===== config.mk =====
export PLATFORM = sky130hd
export DESIGN_NAME = interrupt_sequencer
export DESIGN_NICKNAME = d
export VERILOG_FILES = /design/src/rtl/interrupt_sequencer.sv
export SDC_FILE = /design/constraint.sdc
export NUM_CORES = 1
export LEC_CHECK = 0
export CAP_MARGIN = 20
export CORE_ASPECT_RATIO = 1.75
export CORE_MARGIN = 2
export CORE_UTILIZATION = 40
export DETAILED_ROUTE_END_ITERATION = 6
export PLACE_DENSITY = 0.82
export RECOVER_POWER = 25
export SYNTH_ARGS = -nofsm -noshare
export SYNTH_HDL_FRONTEND = slang
export SYNTH_SLANG_ARGS = --single-unit

===== constraint.sdc =====
create_clock -name clk -period 2.21 [get_ports clk]
set_clock_uncertainty 0.15 [all_clocks]
set_input_delay 0.3315 -clock clk [delete_from_list [all_inputs] [get_ports clk]]
set_output_delay 0.3315 -clock clk [all_outputs]
set_load 0.01 [all_outputs]

===== src/rtl/interrupt_sequencer.sv =====
// -----------------------------------------------------------------------------
// interrupt_sequencer
//
// Drives the register file through interrupt entry and exit. Request lines are
// latched into a pending set. At an instruction boundary the lowest-numbered
// pending and enabled request is picked. Entry backs up the accumulator, links
// the return address, switches to the vector page, masks all interrupts, and
// then loads the vector PC. On reti the sequencer restores the accumulator, the
// page and the interrupt mask, then loads the PC from the register file's
// return address.
//
// Ports
//   clk, reset              clock; asynchronous active-high reset
//   irq[8:0]                level request lines, bit 0 = highest priority
//   irq_enable[8:0]         interrupt enable mask from the register file
//   page_current[3:0]       current page from the register file
//   pc_current[15:0]        PC of the next instruction
//   return_address[15:0]    register file return address output
//   instr_boundary          control unit sits between instructions
//   reti                    return-from-interrupt decoded (1-cycle pulse)
//   busy                    stalls the control unit
//   r_backup / r_restore    accumulator backup / restore strobes
//   return_address_write/out  return address write strobe and value
//   page_write/out          page write strobe and value
//   interrupt_write/out     interrupt mask write strobe and value
//   pc_load / pc_out        PC load strobe and value
//   irq_ack[8:0]            one-hot acknowledge of the serviced line
//   in_service              a handler sequence is in progress
// -----------------------------------------------------------------------------
module interrupt_sequencer #(
    parameter logic [15:0] VECTOR_BASE   = 16'h0010,
    parameter logic [15:0] VECTOR_STRIDE = 16'h0004,
    parameter logic [3:0]  VECTOR_PAGE   = 4'h0
) (
    input  logic        clk,
    input  logic        reset,
    input  logic [8:0]  irq,
    input  logic [8:0]  irq_enable,
    input  logic [3:0]  page_current,
    input  logic [15:0] pc_current,
    input  logic [15:0] return_address,
    input  logic        instr_boundary,
    input  logic        reti,
    output logic        busy,
    output logic        r_backup,
    output logic        r_restore,
    output logic        return_address_write,
    output logic [15:0] return_address_out,
    output logic        page_write,
    output logic [3:0]  page_out,
    output logic        interrupt_write,
    output logic [8:0]  interrupt_out,
    output logic        pc_load,
    output logic [15:0] pc_out,
    output logic [8:0]  irq_ack,
    output logic        in_service
);

    typedef enum logic [2:0] {
        ST_IDLE,
        ST_BACKUP,
        ST_LINK,
        ST_JUMP,
        ST_SERVICE,
        ST_EXIT,
        ST_RETURN
    } state_t;

    state_t      state_q, state_d;
    logic [8:0]  pending_q, pending_d;
    logic [3:0]  idx_q, idx_d;
    logic [15:0] saved_pc_q, saved_pc_d;
    logic [3:0]  saved_page_q, saved_page_d;
    logic [8:0]  saved_mask_q, saved_mask_d;

    logic [8:0]  candidates;
    logic [3:0]  pick_idx;
    logic [8:0]  ack_onehot;
    logic [15:0] vector_pc;

    // Priority pick: scanning from the top down leaves the lowest set bit.
    always_comb begin
        candidates = pending_q & irq_enable;
        pick_idx   = '0;
        for (int i = 8; i >= 0; i--) begin
            if (candidates[i]) begin
                pick_idx = 4'(i);
            end
        end
    end

    assign ack_onehot = 9'b1 << idx_q;
    assign vector_pc  = VECTOR_BASE + ({12'd0, idx_q} * VECTOR_STRIDE);

    // Next-state logic.
    // NOTE: every signal written here gets a default first, so no path leaves
    // a value unassigned and no latch is inferred.
    always_comb begin
        state_d      = state_q;
        idx_d        = idx_q;
        saved_pc_d   = saved_pc_q;
        saved_page_d = saved_page_q;
        saved_mask_d = saved_mask_q;
        pending_d    = pending_q | irq;

        case (state_q)
            ST_IDLE: begin
                if (instr_boundary && (|candidates)) begin
                    idx_d        = pick_idx;
                    saved_pc_d   = pc_current;
                    saved_page_d = page_current;
                    saved_mask_d = irq_enable;
                    state_d      = ST_BACKUP;
                end
            end
            ST_BACKUP: state_d = ST_LINK;
            ST_LINK:   state_d = ST_JUMP;
            ST_JUMP: begin
                // The acked bit survives when its line is still asserted now.
                pending_d = (pending_q & ~ack_onehot) | irq;
                state_d   = ST_SERVICE;
            end
            ST_SERVICE: begin
                if (reti) begin
                    state_d = ST_EXIT;
                end
            end
            ST_EXIT:   state_d = ST_RETURN;
            ST_RETURN: state_d = ST_IDLE;
            default:   state_d = ST_IDLE;
        endcase
    end

    // Moore output decode; IDLE drives everything to zero.
    always_comb begin
        busy                 = 1'b0;
        r_backup             = 1'b0;
        r_restore            = 1'b0;
        return_address_write = 1'b0;
        return_address_out   = '0;
        page_write           = 1'b0;
        page_out             = '0;
        interrupt_write      = 1'b0;
        interrupt_out        = '0;
        pc_load              = 1'b0;
        pc_out               = '0;
        irq_ack              = '0;
        in_service           = (state_q != ST_IDLE);

        case (state_q)
            ST_BACKUP: begin
                busy     = 1'b1;
                r_backup = 1'b1;
            end
            ST_LINK: begin
                busy                 = 1'b1;
                return_address_write = 1'b1;
                return_address_out   = saved_pc_q;
                page_write           = 1'b1;
                page_out             = VECTOR_PAGE;
                interrupt_write      = 1'b1;
                interrupt_out        = '0;
            end
            ST_JUMP: begin
                busy    = 1'b1;
                pc_load = 1'b1;
                pc_out  = vector_pc;
                irq_ack = ack_onehot;
            end
            ST_EXIT: begin
                busy            = 1'b1;
                r_restore       = 1'b1;
                page_write      = 1'b1;
                page_out        = saved_page_q;
                interrupt_write = 1'b1;
                interrupt_out   = saved_mask_q;
            end
            ST_RETURN: begin
                busy    = 1'b1;
                pc_load = 1'b1;
                pc_out  = return_address;
            end
            default: ;
        endcase
    end

    // NOTE: state registers use non-blocking assignments so every flop samples
    // the pre-edge value of the others, independent of statement order.
    // NOTE: all state, the pending set and the saved context included, is
    // cleared by reset so a reset mid-sequence leaves no stale request behind.
    always_ff @(posedge clk or posedge reset) begin
        if (reset) begin
            state_q      <= ST_IDLE;
            pending_q    <= '0;
            idx_q        <= '0;
            saved_pc_q   <= '0;
            saved_page_q <= '0;
            saved_mask_q <= '0;
        end else begin
            state_q      <= state_d;
            pending_q    <= pending_d;
            idx_q        <= idx_d;
            saved_pc_q   <= saved_pc_d;
            saved_page_q <= saved_page_d;
            saved_mask_q <= saved_mask_d;
        end
    end

endmodule


**Word level (Yosys, flattened, before mapping)**

Index checks and enable logic that the tools add are counted.

- Bits in registers: 45
- Input port bits: 58
- Output and inout bits: 62

- Add/subtract/negate cells: 1
- Equal/unequal tests: 8
- Shift-type cells: 1
- Mux-type cells: 24
- Bitwise operators: 5
- Reductions and logical operators: 9

Operators with widths:

| operator | count |
|---|---|
| 2-to-1 mux 4 bit | 10 |
| one-hot mux 16 bit (2 select lines) | 1 |
| 2-to-1 mux 9 bit | 3 |
| AND 9 bit | 2 |
| bitwise OR 9 bit | 2 |
| one-hot mux 3 bit (6 select lines) | 1 |
| 2-to-1 mux 16 bit | 1 |
| == test 3 bit (second input constant) | 3 |
| NOT 9 bit | 1 |
| OR reduction 9 bit | 1 |
| left shift 1 x 4 -> 9 bit (first input constant) | 1 |
| adder 5 x 6 -> 7 bit (first input constant) | 1 |
| == test 3 x 2 -> 1 bit (second input constant) | 2 |
| 2-to-1 mux 1 bit | 6 |
| 2-to-1 mux 3 bit | 2 |
| OR reduction 5 bit | 1 |
| != test 2 bit (second input constant) | 2 |
| AND reduction 2 bit | 2 |
| OR reduction 2 bit | 2 |
| == test 3 x 1 -> 1 bit (second input constant) | 1 |
| zero test 3 bit | 1 |
| nonzero test 3 bit | 1 |
| logical AND 1 bit | 1 |

**Longest topological paths before layout**

Gate-level depths: netlist of run 1.

- Word-level depth: 10
- Depth in mapped cells: 8
- Mapped depth without buffers: 4

**Worst setup path after synthesis of run 1**

Ideal clock, no wire load.

- Path type: register to output
- From: register state_q[1]
- To: output port page_write
- Arrival time: 1.764 ns
- Required time: 1.729 ns
- Slack: -0.036 ns
- Stages on the path, launching flop included: 7
- Path through: dfrtp_1 -> clkbuf_1 -> nor3b_1 -> clkbuf_1 -> inv_1 -> o21ai_0 -> buf_4

- Longest elaborated chain between the ends: 3
- Elaborated cells on any way between the ends: 4
- Those cells by class: 2 x eq/ne; 1 x mux; 1 x reduce/logical

Ends and longest elaborated chain:

| item | RTL line | text |
|---|---|---|
| start, declared | 69 | `state_t state_q, state_d;` |
| start signal, assigned | 200 | `state_q <= state_d;` |
| == test 3 bit / == test 3 x 2 -> 1 bit (equally long branches) | n/a |  |
| OR reduction 2 bit (no line) * | n/a |  |
| 2-to-1 mux 1 bit * | n/a |  |
| end, declared | 49 | `output logic page_write,` |

Every way passes the cells marked *; elsewhere a longest branch is shown, timed or not.

**Final worst setup path of run 1**

- From: register state_q[2]
- To: output port irq_ack[7]

- Longest elaborated chain between the ends: 2

Ends and longest elaborated chain:

| item | RTL line | text |
|---|---|---|
| == test 3 x 2 -> 1 bit | 150 | `case (state_q)` |
| 2-to-1 mux 9 bit | 150 |  |
| end, declared | 55 | `output logic [8:0] irq_ack,` |

Every way passes these cells.

==> results.md, run 1 <==
- Final hold vios: 0
- Min-delay worst type: flip-flop to flip-flop
- Grt ovf: 0
- Post-Syn Area per Cell: 11.0 sq um
- Yosys warns: 0
- Pre-antenna DRT Iters: 4
- Die Height: 106 um
- Initial core utilization: 0.411
- Failing checks: negative setup slack
- NetSw: 1.39 mW
- Hold path depth: 1
- Pin slew with the least headroom to its limit: 1.11 ns
- CTS Sinks: 45
- Startpoint type of the worst setup path: flip-flop
- Root Driver: clkbuf_8
- Row count: 37
- Unrepaired setup endpoints after global routing: yes
- Combinational Power Share: 0.506
- Vias in the first global route: 2310
- Layout Cells excl Fill: 460
- CTS tree: built
- Antenna violations before repair: 0
- Min Tclk post-route: 2.28 ns
- Placed insts: 431
- Routability cong.: 0.817
- Layout cells sized above 1: 0.401
- Via-to-Cell Ratio: 4.82
- Switching share of power: 0.334
- H-tree depth: 2
- Ant. Diodes: 0
- Wirelength, routed: 6910 um
- Global-route wire length before repair: 11000 um
- CP bufs+invs: 4
- Gr usage total: 0.207
- Crit path cell chain: buf_6 > nand3b_1 > buf_4 > nor3_2 > buf_4 > and3_4 > buf_6
- Num CTS Buffers: 5
- CTS Buffer Depth: 2
- Setup slack, reg-to-reg: 0.15 ns
- Int Pwr: 2.77 mW
- DRC violations left: 0
- Via Count: 2215
- Pleak: 2.04 nW
- Worst slew margin: 0.258
- Slew Limit Fails: 0
- Post-route setup slack: -0.0706 ns
- Worst R2R Path Depth: 6
- Crit path largest cell delay: 0.44 ns
- Setup violators final: 6
- Die W: 62.5 um
- Peak Freq: 438 MHz
- Status: finished, violations left
- Kind of critical path: flip-flop to primary output
- Die area: 0.00665 sq mm
- Final period utilization: 1.03
- Yosys cell types: 42
- Max-cap check violation count: 0
- Sequential area share after synthesis: 0.470
- Final antenna-violating net count: 0
- Area Growth Syn to Fin: 69.7%
- WP data required: 1.73 ns
- Post-synth EDFFs: 0
- Wire per inst: 15.0 um
- Clk pwr share: 0.155
- Final Util: 0.698
- Syn Nets: 277
- Async SR Flop Fraction: 1.00
- Layout Nets: 440
- FF+latch count, synth: 45
- Worst Setup End Kind: primary output
- # hold bufs at CTS: 0
- Power per cell area: 1020 mW/mm^2
- CORE AREA: 0.00583 sq mm
- Top-Level Pins: 120
- Slowest CP cell: dfrtp_2
- DR iter-0 viols: 89
- Sequential share of power: 0.339
- Mapped Area: 0.00240 sq mm
- Family with the most delay on the worst path: buffers and inverters
- Critical Path Stages: 7
- Critical Path Fanout Max: 4
- Ys flop type: dfrtp_1
- DPL Wire Length: 5060 um
- Reg clk slew, reported paths: 0.08 ns
- IO buf count: 119
- Max IR drop VDD: 498 uV
- Largest net degree at the start of global routing: 46
- Worst-Skew Late Latency: 0.29 ns
- Post-Syn Instances: 218
- Worst path arrival time: 1.80 ns
-- metrics by stage --
step	hold slack, ns	worst slack [ns]	total power [mW]	setup TNS, ns	cell area, sq um
2_1_floorplan	0.274	0.114	2.49	0	2400
3_3_place_gp	0.330	-0.0619	3.31	-0.739	3820
3_5_place_dp	0.335	-0.0847	3.38	-1.74	3820
4_1_cts	0.359	-0.162	4.06	-0.588	4030
5_1_grt	0.367	-0.156	4.43	-1.18	4070
6_report	0.354	-0.0706	4.16	-0.243	4070
-- state kept, by name, summed over array words and instances (netlist names) --
name          flops
saved_page_q      4
saved_pc_q       16
state_q           3
saved_mask_q      9
pending_q         9
idx_q             4
-- logic make-up (layout without fill, tap and decap cells) --
kind of cell	Yosys count	count (layout)	synth area share
muxes	28	28	0.160
and+or+nand+nor	79	79	0.187
buffers and inverters	28	192	0.0616
AOI/OAI and AO/OA	37	37	0.117
DFF	45	45	0.470
adders and majority gates	1	1	0.00522
-- final timing paths --
path | from | to
min | saved_pc_q[0]$_DFFE_PP0P_ | saved_pc_q[0]$_DFFE_PP0P_
min in group asynchronous | reset | saved_pc_q[13]$_DFFE_PP0P_
max reg2reg | state_q[2]$_DFFE_PP0P_ | saved_page_q[1]$_DFFE_PP0P_
min reg2reg | saved_pc_q[0]$_DFFE_PP0P_ | saved_pc_q[0]$_DFFE_PP0P_
max | state_q[2]$_DFFE_PP0P_ | irq_ack[7]
max in group asynchronous | reset | state_q[2]$_DFFE_PP0P_
-- placed cells by master (no fill, tap or decap), types with 4 or more instances in the layout --
| master | count |
|---|---|
| a21o_1 | 7 |
| a22o_1 | 4 |
| and2_1 | 39 |
| and3_4 | 4 |
| buf_2 | 11 |
| buf_4 | 35 |
| buf_6 | 18 |
| clkbuf_2 | 23 |
| clkbuf_8 | 6 |
| clkdlybuf4s15_1 | 5 |
| clkdlybuf4s50_1 | 58 |
| dfrtp_1 | 42 |
| dlygate4sd2_1 | 15 |
| inv_1 | 11 |
| inv_2 | 5 |
| mux2_2 | 10 |
| mux2_4 | 18 |
| nand2_1 | 10 |
| nor2_1 | 4 |
| o21ai_0 | 6 |
-- repair_timing --
| action | CTS | global route |
|---|---|---|
| cloned | 3 | 1 |
| setup buffers | 10 | 8 |
| endpoints found under the setup margin | 59 | 44 |
| pin swaps | 2 | 4 |
| resized for setup | 132 | 90 |
-- final cells by class --
class,instances,area (sq um)
multi-input combinational,145,1230
timing repair buffer,167,1430
clock inverter,2,37.5
clock buffer,6,82.6
inverter,17,63.8
fill,483,1760
sequential,45,1130
tap,78,97.6
-- metal layers --
layer	part of all wire	up-vias	global-route usage
li1	-	1061	-
met1	0.37	1069	0.228
met3	0.036	14	0.0328
met4	0.022	0	0.0778
met5	0	-	0
met2	0.57	71	0.392
-- power groups by stage --
| stage | registers [mW] | logic [mW] | clock network, mW |
|---|---|---|---|
| after detailed placement | 1.41 | 1.97 | 0 |
| final | 1.41 | 2.10 | 0.646 |
| after floorplan | 1.30 | 1.20 | 0 |
| after CTS | 1.41 | 1.99 | 0.663 |
| after global placement | 1.39 | 1.92 | 0 |
| after global routing | 1.46 | 2.27 | 0.697 |
-- synth_stat cells, drive strengths merged (2+ instances only) --
library cell	n	area (sq um)
o21bai	3	22.5
nor3b	2	15.0
nor2	6	22.5
and3	4	25.0
nand2	14	52.6
dfrtp	45	1130
o21a	2	15.0
nand4	2	18.8
inv	17	63.8
clkbuf	5	20.0
and2	41	257
nand2b	2	12.5
a21o	7	52.6
mux2	28	383
a22o	4	35.0
o21ai	8	43.8
nor3	4	20.0
buf	6	63.8
a32o	2	20.0
a22oi	4	35.0
(Power assumes the default switching activity.)
==> inputs of run 2 (changes only) <==
--- a/config.mk
+++ b/config.mk
@@ -9,8 +9,9 @@
 export CORE_ASPECT_RATIO = 1.75
 export CORE_MARGIN = 2
 export CORE_UTILIZATION = 40
+export CTS_CLUSTER_DIAMETER = 80
 export DETAILED_ROUTE_END_ITERATION = 6
-export PLACE_DENSITY = 0.82
+export PLACE_DENSITY = 0.91
 export RECOVER_POWER = 25
 export SYNTH_ARGS = -nofsm -noshare
 export SYNTH_HDL_FRONTEND = slang
==> results.md, run 2 (synthesis results as in run 1) <==
- Initial core utilization: 0.411 (unchanged)
- Crit path cell chain: buf_4 > nor3b_4 > buf_6 > and2_1 > clkdlybuf4s50_1
- Min-delay worst type: flip-flop to flip-flop
- Critical Path Fanout Max: 17 (+13)
- Pre-antenna DRT Iters: 4 (unchanged)
- Die W: 62.5 um (unchanged)
- Routability cong.: 0.812 (-0.65%)
- Failing checks: negative setup slack
- # hold bufs at CTS: 0 (unchanged)
- Global-route wire length before repair: 11000 um (-0.18%)
- Root Driver: clkbuf_8
- Pin slew with the least headroom to its limit: 0.930 ns (-0.182 ns)
- Commonest non-fill, non-tap cell in the layout: clkdlybuf4s50_1
- Status: finished, violations left
- Area Growth Syn to Fin: 68.0%
- Top Registers: saved_pc_q: 16 flops, pending_q: 9 flops, saved_mask_q: 9 flops
- Layout cells sized above 1: 0.269 (-0.132)
- Final period utilization: 1.08 (+0.0513)
- Slew Limit Fails: 0 (unchanged)
- Die area: 0.00665 sq mm (unchanged)
- Via-to-Cell Ratio: 4.90 (+1.8%)
- Gr usage total: 0.210 (+0.00269)
- Max IR drop VDD: 589 uV (+18%)
- Most frequent cells in the layout: clkdlybuf4s50_1, dfrtp_1, and2_1, buf_4, mux2_4
- CP bufs+invs: 3 (-1)
- Die Height: 106 um (unchanged)
- CTS Sinks: 45 (unchanged)
- Setup TNS: -2.15 ns (-1.90 ns)
- Num CTS Buffers: 5 (unchanged)
- Wirelength, routed: 7010 um (+1.4%)
- Wire per inst: 15.6 um (+3.6%)
- Top layer in use: met4
- H-tree depth: 2 (unchanged)
- CTS Buffer Depth: 2 (unchanged)
- WP data required: 1.73 ns (about the same)
- Slowest CP cell: clkdlybuf4s50_1
- Final hold vios: 0 (unchanged)
- Worst path arrival time: 1.91 ns (+0.11 ns)
- Family with the most delay on the worst path: buffers and inverters
- Setup violators final: 15 (+9)
- Place WS: -0.132 ns (-0.0478 ns)
- Pleak: 2.18 nW (+7.1%)
- Worst-Skew Late Latency: 0.29 ns (about the same)
- Worst slew margin: 0.379 (+0.121)
- Ant. Diodes: 0 (unchanged)
- Max reg flops: 16 (unchanged)
- Worst Setup End Kind: primary output
- Peak Freq: 418 MHz (-4.7%)
- Vias in the first global route: 2265 (-1.9%)
- Top-Level Pins: 120 (unchanged)
- Crit path largest cell delay: 0.53 ns (+0.09 ns)
- CTS tree: built
- Layout Nets: 430 (-2.3%)
- IO buf count: 119 (unchanged)
- Min Tclk post-route: 2.39 ns (+0.113 ns)
- DRT met1 WL: 2490 um (-1.9%)
- Post-route setup slack: -0.184 ns (-0.113 ns)
- Reg clk slew, reported paths: 0.09 ns (about the same)
- Kind of critical path: flip-flop to primary output
- DR iter-0 viols: 80 (-10%)
- Antenna violations before repair: 0 (unchanged)
- Startpoint type of the worst setup path: flip-flop
- DRC violations left: 0 (unchanged)
- Unrepaired setup endpoints after global routing: yes
- Final antenna-violating net count: 0 (unchanged)
- Largest net degree at the start of global routing: 26 (-43%)
- Met3 WL post-DR: 253 um (+1.6%)
- Total Power: 4.08 mW (-2.0%)
- Most flops, register: saved_pc_q
- Via Count: 2205 (-0.45%)
- Max-cap check violation count: 0 (unchanged)
- DPL Wire Length: 5500 um (+8.8%)
- CORE AREA: 0.00583 sq mm (unchanged)
- Grt ovf: 0 (unchanged)
- Power per cell area: 1010 mW/mm^2 (-1.0%)
- Row count: 37 (unchanged)
- Met2 routed WL: 4010 um (+0.96%)
==> run 2: cell count changes in the layout (fill, tap and decap cells not counted), sizes merged <==
cell	before	now
dlymetal6s2s	0	16
clkdlybuf4s50	58	69
clkbuf	29	18
buf	65	38
inv	16	17
==> run 2: final timing paths <==
kind | from | endpoint | slack [ns] | depth (start not counted)
worst max-delay path | state_q[2]$_DFFE_PP0P_ | return_address_out[14] | -0.18 | 5
worst min-delay path | saved_pc_q[0]$_DFFE_PP0P_ | saved_pc_q[0]$_DFFE_PP0P_ | 0.36 | 1
worst max register to register | state_q[1]$_DFFE_PP0P_ | saved_pc_q[1]$_DFFE_PP0P_ | 0.10 | 7
worst min register to register | saved_pc_q[0]$_DFFE_PP0P_ | saved_pc_q[0]$_DFFE_PP0P_ | 0.36 | 1
max in group asynchronous | reset | state_q[0]$_DFFE_PP0P_ | 0.66 | 3
min in group asynchronous | reset | saved_pc_q[9]$_DFFE_PP0P_ | 0.54 | 2
==> run 2: per-stage QoR <==
stage	hold WS [ns]	cells	utilization	instance area [sq um]
2_1_floorplan	0.274	218	-	2400
3_3_place_gp	0.330	433	0.658	3840
3_5_place_dp	0.337	433	0.658	3840
4_1_cts	0.252	446	0.680	3970
5_1_grt	0.374	450	0.690	4030
6_report	0.358	450	0.690	4030
==> run 2: timing repair <==
| item | in CTS | in global routing |
|---|---|---|
| pin swaps | 0 | 2 |
| setup endpoints to repair | 59 | 48 |
| cloned | 1 | 1 |
| setup buffers | 4 | 3 |
| gates resized for setup | 39 | 58 |
==> run 2: cell type report <==
cell class / instances / area (sq um)
Fill cell: 483 / 1810
Sequential cell: 45 / 1130
Tap cell: 78 / 97.6
Timing Repair Buffer: 157 / 1450
Clock buffer: 5 / 68.8
Clock inverter: 3 / 46.3
Multi-Input combinational cell: 145 / 1170
Inverter: 17 / 63.8
==> run 2: per-layer routing <==
| layer | vias to the layer above | global-route usage |
|---|---|---|
| li1 | 1035 | - |
| met1 | 1079 | 0.231 |
| met2 | 74 | 0.385 |
| met3 | 17 | 0.0381 |
| met4 | 0 | 0.0984 |
| met5 | - | 0 |
==> run 2: power breakdown <==
| part | total (mW) | internal [mW] | switching, mW | leakage (nW) |
|---|---|---|---|---|
| sequential | 1.41 | 1.17 | 0.240 | 0.509 |
| clock | 0.619 | 0.338 | 0.281 | 0.0543 |
| combinational | 2.05 | 1.23 | 0.820 | 1.62 |
